<file path="src/rtl/pipe_pkg.sv">
// pipe_pkg: types and width constants shared by every pipeline stage instance.
//   pipe_state_t : occupancy of an elastic stage (empty / main only / main+skid)
//   M_CTRL_BITS, WB_CTRL_BITS : control bits carried into MEM and WB
package pipe_pkg;

  localparam int unsigned M_CTRL_BITS  = 4;
  localparam int unsigned WB_CTRL_BITS = 6;
  localparam int unsigned CTRL_BITS    = M_CTRL_BITS + WB_CTRL_BITS;
  localparam int unsigned PAYLOAD_BITS = 200;
  localparam int unsigned STALL_BITS   = 16;

  typedef enum logic [1:0] {
    ST_EMPTY = 2'd0,
    ST_ONE   = 2'd1,
    ST_FULL  = 2'd2
  } pipe_state_t;

endpackage

</file>
<file path="src/rtl/sat_counter.sv">
// sat_counter: up-counter that sticks at all-ones; clear wins over increment.
//   clk, rst_n : clock, async active-low reset
//   clr_i      : synchronous clear
//   inc_i      : count enable
//   cnt_o      : current count (registered)
module sat_counter #(
  parameter int unsigned WIDTH = 16
) (
  input  logic             clk,
  input  logic             rst_n,
  input  logic             clr_i,
  input  logic             inc_i,
  output logic [WIDTH-1:0] cnt_o
);

  logic [WIDTH-1:0] cnt_q, cnt_d;

  // Next count: clear, saturating increment, or hold.
  always_comb begin
    cnt_d = cnt_q;
    if (clr_i) begin
      cnt_d = '0;
    end else if (inc_i && (cnt_q != {WIDTH{1'b1}})) begin
      cnt_d = cnt_q + WIDTH'(1);
    end
  end

  always_ff @(posedge clk or negedge rst_n) begin
    if (!rst_n) begin
      cnt_q <= '0;
    end else begin
      cnt_q <= cnt_d;
    end
  end

  assign cnt_o = cnt_q;

endmodule

</file>
<file path="src/rtl/pipe_stage_elastic.sv">
// pipe_stage_elastic: generic valid/ready pipeline register between two core stages.
//   clk, rst_n          : clock, async active-low reset
//   flush               : synchronous kill of held and incoming entries
//   in_valid/in_ready   : upstream handshake (in_ready registered when SKID=1)
//   in_ctrl/in_data     : upstream control field and payload
//   out_valid/out_ready : downstream handshake
//   out_ctrl/out_data   : held entry; out_ctrl is zero on bubbles
//   stall_cnt/stat_clr  : saturating count of downstream-stalled cycles, clear
module pipe_stage_elastic
  import pipe_pkg::*;
#(
  parameter int unsigned CTRL_WIDTH = CTRL_BITS,
  parameter int unsigned DATA_WIDTH = PAYLOAD_BITS,
  parameter int unsigned SKID       = 1,
  parameter int unsigned CNT_WIDTH  = STALL_BITS
) (
  input  logic                  clk,
  input  logic                  rst_n,
  input  logic                  flush,
  input  logic                  in_valid,
  output logic                  in_ready,
  input  logic [CTRL_WIDTH-1:0] in_ctrl,
  input  logic [DATA_WIDTH-1:0] in_data,
  output logic                  out_valid,
  input  logic                  out_ready,
  output logic [CTRL_WIDTH-1:0] out_ctrl,
  output logic [DATA_WIDTH-1:0] out_data,
  output logic [CNT_WIDTH-1:0]  stall_cnt,
  input  logic                  stat_clr
);

  localparam logic SKID_EN = 1'(SKID != 0);

  pipe_state_t           state_q, state_d;
  logic [CTRL_WIDTH-1:0] main_ctrl_q, main_ctrl_d;
  logic [DATA_WIDTH-1:0] main_data_q, main_data_d;
  logic [CTRL_WIDTH-1:0] skid_ctrl_q, skid_ctrl_d;
  logic [DATA_WIDTH-1:0] skid_data_q, skid_data_d;

  // Occupancy FSM and entry movement; main_ctrl is zeroed whenever the stage
  // empties so out_ctrl reads 0 on every bubble straight from the register.
  always_comb begin
    state_d     = state_q;
    main_ctrl_d = main_ctrl_q;
    main_data_d = main_data_q;
    skid_ctrl_d = skid_ctrl_q;
    skid_data_d = skid_data_q;
    if (flush) begin
      state_d     = ST_EMPTY;
      main_ctrl_d = '0;
    end else begin
      case (state_q)
        ST_EMPTY: begin
          if (in_valid) begin
            state_d     = ST_ONE;
            main_ctrl_d = in_ctrl;
            main_data_d = in_data;
          end
        end
        ST_ONE: begin
          if (in_valid && out_ready) begin
            main_ctrl_d = in_ctrl;
            main_data_d = in_data;
          end else if (in_valid && SKID_EN) begin
            // Downstream stalled: park the new entry behind the held one.
            state_d     = ST_FULL;
            skid_ctrl_d = in_ctrl;
            skid_data_d = in_data;
          end else if (!in_valid && out_ready) begin
            state_d     = ST_EMPTY;
            main_ctrl_d = '0;
          end
        end
        ST_FULL: begin
          if (out_ready) begin
            state_d     = ST_ONE;
            main_ctrl_d = skid_ctrl_q;
            main_data_d = skid_data_q;
          end
        end
        default: begin
          state_d     = ST_EMPTY;
          main_ctrl_d = '0;
        end
      endcase
    end
  end

  always_ff @(posedge clk or negedge rst_n) begin
    if (!rst_n) begin
      state_q     <= ST_EMPTY;
      main_ctrl_q <= '0;
      main_data_q <= '0;
      skid_ctrl_q <= '0;
      skid_data_q <= '0;
    end else begin
      state_q     <= state_d;
      main_ctrl_q <= main_ctrl_d;
      main_data_q <= main_data_d;
      skid_ctrl_q <= skid_ctrl_d;
      skid_data_q <= skid_data_d;
    end
  end

  // Upstream ready: state decode with skid, else pass-through of out_ready.
  if (SKID != 0) begin : g_skid
    assign in_ready = (state_q != ST_FULL);
  end else begin : g_noskid
    assign in_ready = (state_q == ST_EMPTY) | out_ready;
  end

  assign out_valid = (state_q != ST_EMPTY);
  assign out_ctrl  = main_ctrl_q;
  assign out_data  = main_data_q;

  sat_counter #(
    .WIDTH (CNT_WIDTH)
  ) u_stall_cnt (
    .clk   (clk),
    .rst_n (rst_n),
    .clr_i (stat_clr),
    .inc_i (out_valid & ~out_ready),
    .cnt_o (stall_cnt)
  );

endmodule

</file>
<file path="config.mk">
export PLATFORM = sky130hd
export DESIGN_NAME = pipe_stage_elastic
export DESIGN_NICKNAME = d
export VERILOG_FILES = /design/src/rtl/pipe_pkg.sv /design/src/rtl/sat_counter.sv /design/src/rtl/pipe_stage_elastic.sv
export SDC_FILE = /design/constraint.sdc
export NUM_CORES = 1
export LEC_CHECK = 0
export ABC_CLOCK_PERIOD_IN_PS = 2170
export BUFFER_PORTS_ARGS = -buffer_cell sky130_fd_sc_hd__clkbuf_2
export CORE_MARGIN = 2
export CORE_UTILIZATION = 55
export CTS_CLUSTER_DIAMETER = 120
export DETAILED_ROUTE_END_ITERATION = 10
export PLACE_DENSITY = 0.82
export SYNTH_ARGS = -nofsm -noshare
export SYNTH_HDL_FRONTEND = slang
export SYNTH_SLANG_ARGS = --single-unit
</file>
<file path="constraint.sdc">
create_clock -name clk -period 2.17 [get_ports clk]
set_clock_uncertainty 0.05 [all_clocks]
set_input_delay 0.5425 -clock clk [delete_from_list [all_inputs] [get_ports clk]]
set_output_delay 0.5425 -clock clk [all_outputs]
set_load 0.02 [all_outputs]
</file>
Word-level counts from Yosys, hierarchy flattened
Cells that the tools add are included.
{"block": "word_totals", "reg_bits": 438, "input_bits": 216, "output_inout_bits": 228, "wordCells": 56}
{"block": "op_classes", "n_addsub": 1, "n_eq_ne": 13, "mux": 20, "bitwise_logic": 4, "n_reduce_logical": 12}
{"op": "$mux 200", "n": 3}
{"op": "$pmux 200 s3", "n": 1}
{"op": "$mux 10", "n": 6}
{"op": "$mux 16", "n": 2}
{"op": "$pmux 10 s3", "n": 1}
{"op": "$add 16x1->16 const B", "n": 1}
{"op": "$ne 16x16->1 const B", "n": 1}
{"op": "$mux 2", "n": 6}
{"op": "$ne 4x4->1 const B", "n": 3}
{"op": "$reduce_and 4->1", "n": 3}
{"op": "$ne 3x3->1 const B", "n": 3}
{"op": "$ne 2x2->1 const B", "n": 4}
{"op": "$pmux 2 s3", "n": 1}
{"op": "$reduce_and 5->1", "n": 1}
{"op": "$reduce_bool 2->1", "n": 2}
{"op": "$logic_and 1x1->1", "n": 3}
{"op": "$not 1->1", "n": 3}
{"op": "$reduce_bool 3->1", "n": 1}
{"op": "$eq 2x1->1 const B", "n": 1}
{"op": "$eq 2x2->1 const B", "n": 1}
{"op": "$logic_not 2->1", "n": 1}
{"op": "$and 1x1->1", "n": 1}
{"op": "$logic_not 1->1", "n": 1}

Depth between registers and ports, before layout
{"block": "logic_depth", "word_depth": 7, "ltp_mapped": 9, "ltp_nobuf": 5}

Cells and area by module
A second synthesis with hierarchy kept.
{"block": "hier_totals", "cells_unflattened": 1259, "area_unflattened_um2": 20422.1}
{"module": "pipe_stage_elastic", "instances": 1, "cells_each": 1161, "area_per_inst_um2": 19479.9, "seq_area_each_um2": 10560.1}
{"module": "sat_counter", "instances": 1, "cells_each": 98, "area_per_inst_um2": 942.2, "seq_area_each_um2": 400.4}

Least setup slack after synthesis
OpenSTA, ideal clock, no wires.
{"block": "synth_path", "path_kind": "register -> register", "start": "register u_stall_cnt.cnt_q[0], in the netlist u_stall_cnt.cnt_o[0]", "end": "register u_stall_cnt.cnt_q[10], in the netlist u_stall_cnt.cnt_o[10]", "arrival_time_ns": 1.889, "path_slack_ns": 0.107, "path_stages_with_launch": 6, "n_path_buf": 0, "synth_period_minus_slack_ns": 2.063, "path_cell_list": "dfrtp_1 -> ha_1 -> nand4_4 -> or3_1 -> nor3_1 -> mux2_2"}
{"block": "synth_via", "elab_chain_cells": 3, "elab_cells_between_ends": 6}
{"item": "from (decl)", "line_no": "sat_counter.sv:16", "source": "logic [WIDTH-1:0] cnt_q, cnt_d;"}
{"item": "from (signal assigned)", "line_no": "sat_counter.sv:32", "source": "cnt_q <= cnt_d;"}
{"item": "$add 16x1->16 / $ne 16x16->1 (equally long branches)", "line_no": "sat_counter.sv:24, sat_counter.sv:23"}
{"item": "$mux 16 / $logic_and 1x1->1 (equally long branches)", "line_no": "sat_counter.sv:23", "source": "end else if (inc_i && (cnt_q != {WIDTH{1'b1}})) begin"}
{"item": "$mux 16 / $reduce_bool 2->1 (equally long branches)"}
Parallel ways exist; a longest one is shown, timed or not. The select of a mux whose other input is x is not followed.
A chain may end at the register's enable or synchronous reset.

Worst setup path in the final report
{"block": "layout_path", "start": "register state_q[1]", "end": "register main_data_q[95], in the netlist out_data[95]"}
{"block": "layout_via", "elab_chain_cells": 3, "elab_cells_between_ends": 9}
{"item": "from (decl)", "line_no": "pipe_stage_elastic.sv:34", "source": "pipe_state_t state_q, state_d;"}
{"item": "from (signal assigned)", "line_no": "pipe_stage_elastic.sv:97", "source": "state_q <= state_d;"}
{"item": "$eq 2x1->1 (tied with other cells)", "line_no": "pipe_stage_elastic.sv:52", "source": "case (state_q)"}
{"item": "$ne 2x2->1 (no line) / $reduce_bool 3->1 (equally long branches)"}
{"item": "$reduce_and 5->1 (no line)"}
{"item": "to (signal assigned)", "line_no": "pipe_stage_elastic.sv:99", "source": "main_data_q <= main_data_d;"}
{"item": "to (decl)", "line_no": "pipe_stage_elastic.sv:36", "source": "logic [DATA_WIDTH-1:0] main_data_q, main_data_d;"}
Parallel ways exist; a longest one is shown, timed or not.

==> flow_summary.yaml <==
timing:
  hold_violations: 0
  setup_violations: 0
  rsz0062_at_grt: "yes"
  slew_viol_final: 0
  setup_ws_ns: 0.002989
  max_clock_freq_mhz: 461.5
  fin_crit_sh_pct: 99.86
  min_period_ns: 2.167
  maxSlewHeadroom_pct: 39.69
  worstMarginPinSlew_ns: 0.9046
job:
  cap_violations: 0
setup_path:
  regToRegSetupSlack_ns: 0.003
  path_max_fanout: 16
  start_kind: "flip-flop"
  crit_arrival_ns: 2.57
  reg2reg_to: "out_data[95]"
  crit_type: "flip-flop to flip-flop"
  crit_path_end_kind: "flip-flop"
  worstRegToRegCells: 8
  r2r_start: "state_q[1]"
  required_ns: 2.57
cts:
  clkSlewWorstSetupHoldPaths_ns: 0.06
  cts_tree: "yes"
  htree_levels: 2
  cts.sinks: 438
  cts_root_buf: "clkbuf_16"
  cts_buffer_depth: 3
  clk_latency_ns: 0.56
  cts_buffers: 46
route:
  drt_iter0_drc: 827
  vias: 14650
  totalWireLength_um: 52820
  drcViolationCount: 0
  drt-wirelength-per-cell_um: 19.86
  drt-vias-per-instance: 5.508
  firstDrtPassIters: 5
  final_antenna_net_count: 0
global_routing:
  grt_use_total_pct: 26.42
  grt_antenna_before_repair: 0
  first_global_vias: 15180
  grt_pass1_wl_um: 80120
  grt_overflow_total: 0
  grt_max_degree: 87
power_and_ir_drop:
  switching_share_pct: 28.19
  p_leak_nw: 13.06
  clockPowerShare_pct: 33.2
  p_comb_share_pct: 22.3
  p_int_mw: 18.22
  power_frac_seq_pct: 44.4
  ir_worst_vdd_uv: 858.7
  p_sw_mw: 7.151
  power_density_nw_per_um2: 1008
placement:
  place_ws_ns: -0.03928
  port_buffers: 443
  dpl.hpwl_um: 35100
  post-place-cells: 2555
  place_congestion: 0.8785
yosys:
  seq_area_frac_synth_pct: 54.19
  ys_ff_latch: 438
  yosys_warnings: 0
  yosys.cell_types.count: 45
  synth_area_per_cell_sq_um: 12.12
  syn-num-nets: 1886
  syn_area_sq_um: 20230
  netlist_instances: 1669
min_path:
  hold_depth: 2
  hp-start: "in_data[76]"
  min_to: "skid_data_q[76]"
  min_path_type: "input port to flip-flop"
die:
  chipWidth_um: 195.8
  die_y_um: 195.8
  io_pins: 444
  rows: 70
  fp.dieArea_sq_um: 38330
  design.core.area_sq_um: 36430
  initial_core_util_pct: 55.52
finish:
  antenna_cells: 0
  areaGrowthSynthToFinish_pct: 24.40
  final_core_util_pct: 69.06
  stdcell_count: 2660
  layout-drive-gt1-share_pct: 47.45
  nets: 2375
status:
  outcome: "completed"
-- kinds of logic (layout without fill, tap and decap cells) --
family | after synthesis | count (layout) | synth area share [%]
AOI/OAI and AO/OA | 52 | 52 | 1.967
buffers and inverters | 101 | 624 | 3.965
and+or+nand+nor | 662 | 662 | 13.01
adders and majority gates | 1 | 1 | 0.06185
DFF | 438 | 438 | 54.19
muxes | 415 | 415 | 26.80
-- repair_timing --
item                       4_1_cts  5_1_grt
gates resized for setup          7       10
setup endpoints to repair        2      151
hold buffers                     1        0
hold endpoints to repair        39        0
gates cloned                     2        3
setup buffers                    8       10
pin swaps                        0        0
-- cell usage in the layout, fill, tap and decap left out, types with 3 or more instances in the layout --
cell,instances
or4_1,3
dfrtp_1,437
a22o_1,20
or3_1,5
buf_12,28
nor4_1,4
o31ai_1,3
nor2b_1,5
mux2_2,213
a21oi_1,12
buf_16,4
nor3_1,5
nand2_1,609
a211oi_1,3
clkbuf_2,440
nand3_1,6
mux2_4,200
bufinv_16,7
clkbuf_8,10
o21ai_0,5
clkinv_2,9
nor2_1,9
clkbuf_16,52
clkbuf_1,7
buf_6,3
buf_4,55
-- critical path, stage by stage (launching register included) --
cell	delay, ns
dfrtp_2	0.41
buf_4	0.16
mux2i_1	0.14
or2_4	0.27
a21oi_4	0.15
buf_12	0.15
buf_16	0.18
buf_12	0.20
mux2_4	0.32
-- registers in the layout (all words and copies together) (netlist names) --
signal	count
out_ctrl	10
u_stall_cnt.cnt_o	16
out_data	200
skid_ctrl_q	10
state_q	2
skid_data_q	200
-- how the worst max path moves through the flow --
| stage | cells after the start | startpoint | slack (ns) | end |
|---|---|---|---|---|
| 6_report | 8 | state_q[1] | 0.003 | out_data[95] |
| 5_1_grt | 8 | state_q[1] | -0.02 | out_data[47] |
| 4_1_cts | 3 | state_q[1] | 0.001 | out_valid |
| 3_5_place_dp | 7 | out_ready | -0.04 | out_data[25] |
| 3_3_place_gp | 7 | out_ready | 0.009 | out_data[31] |
| 2_1_floorplan | 5 | u_stall_cnt.cnt_o[0] | 0.11 | u_stall_cnt.cnt_o[10] |
-- power groups by stage --
| stage | clock network, mW | logic, mW | registers (mW) |
|---|---|---|---|
| floorplan | 0 | 2.84 | 12.0 |
| global placement | 0 | 5.35 | 11.2 |
| detailed placement | 0 | 5.59 | 11.3 |
| CTS | 8.56 | 5.63 | 11.2 |
| global route | 8.89 | 6.02 | 11.4 |
| finish | 8.43 | 5.66 | 11.3 |
-- stage by stage --
stage | setup TNS [ns] | power, mW | cell area, sq um | hold slack [ns]
6_report | 0 | 25.37 | 25160 | 0.1754
5_1_grt | -0.2974 | 26.36 | 25160 | 0.1593
4_1_cts | 0 | 25.41 | 24960 | 0.1465
3_5_place_dp | -1.045 | 16.89 | 23210 | 0.4422
3_3_place_gp | 0 | 16.54 | 23210 | 0.4359
2_1_floorplan | 0 | 14.80 | 20230 | 0.1969
-- area by class of cell --
class	count	area, sq um
inverters	3	23.77
clock inverters	17	262.8
clock buffers	65	1376
well taps	468	585.6
repair inverters	2	17.52
flip-flops and latches	438	10960
fillers	2469	11270
multi-input cells	1130	8487
repair buffers	537	3448
-- routing by layer --
| layer | track usage (%) | share of wire [%] |
|---|---|---|
| met2 | 44.97 | 50 |
| met4 | 13.58 | 4.8 |
| met1 | 32.40 | 40 |
| met3 | 4.882 | 5.8 |
| met5 | 0 | 0 |
-- Yosys cell counts, drive strengths merged --
cell	instances	share of area (%)
nand2	609	11
dfrtp	438	54
mux2	413	27
buf	76	3.5
clkbuf	22	0.41
a22o	20	0.87
a21oi	14	0.42
nor2	9	0.17
nand3	7	0.17
nor2b	6	0.19
or3	6	0.21
nor3	5	0.12
nor4	5	0.23
o21ai	5	0.12
a211oi	3	0.11
inv	3	0.056
nand4	3	0.17
o31ai	3	0.11
or4	3	0.11
mux2i	2	0.099
nand3b	2	0.074
or2	2	0.074
a21o	1	0.037
a31oi	1	0.031
a41oi	1	0.043
and2	1	0.031
and3	1	0.031
and3b	1	0.043
and4b	1	0.049
ha	1	0.062
o21a	1	0.037
o21ba	1	0.049
o21bai	1	0.093
o41ai	1	0.043
or3b	1	0.043
No activity file was read; power rests on OpenSTA's default activity.
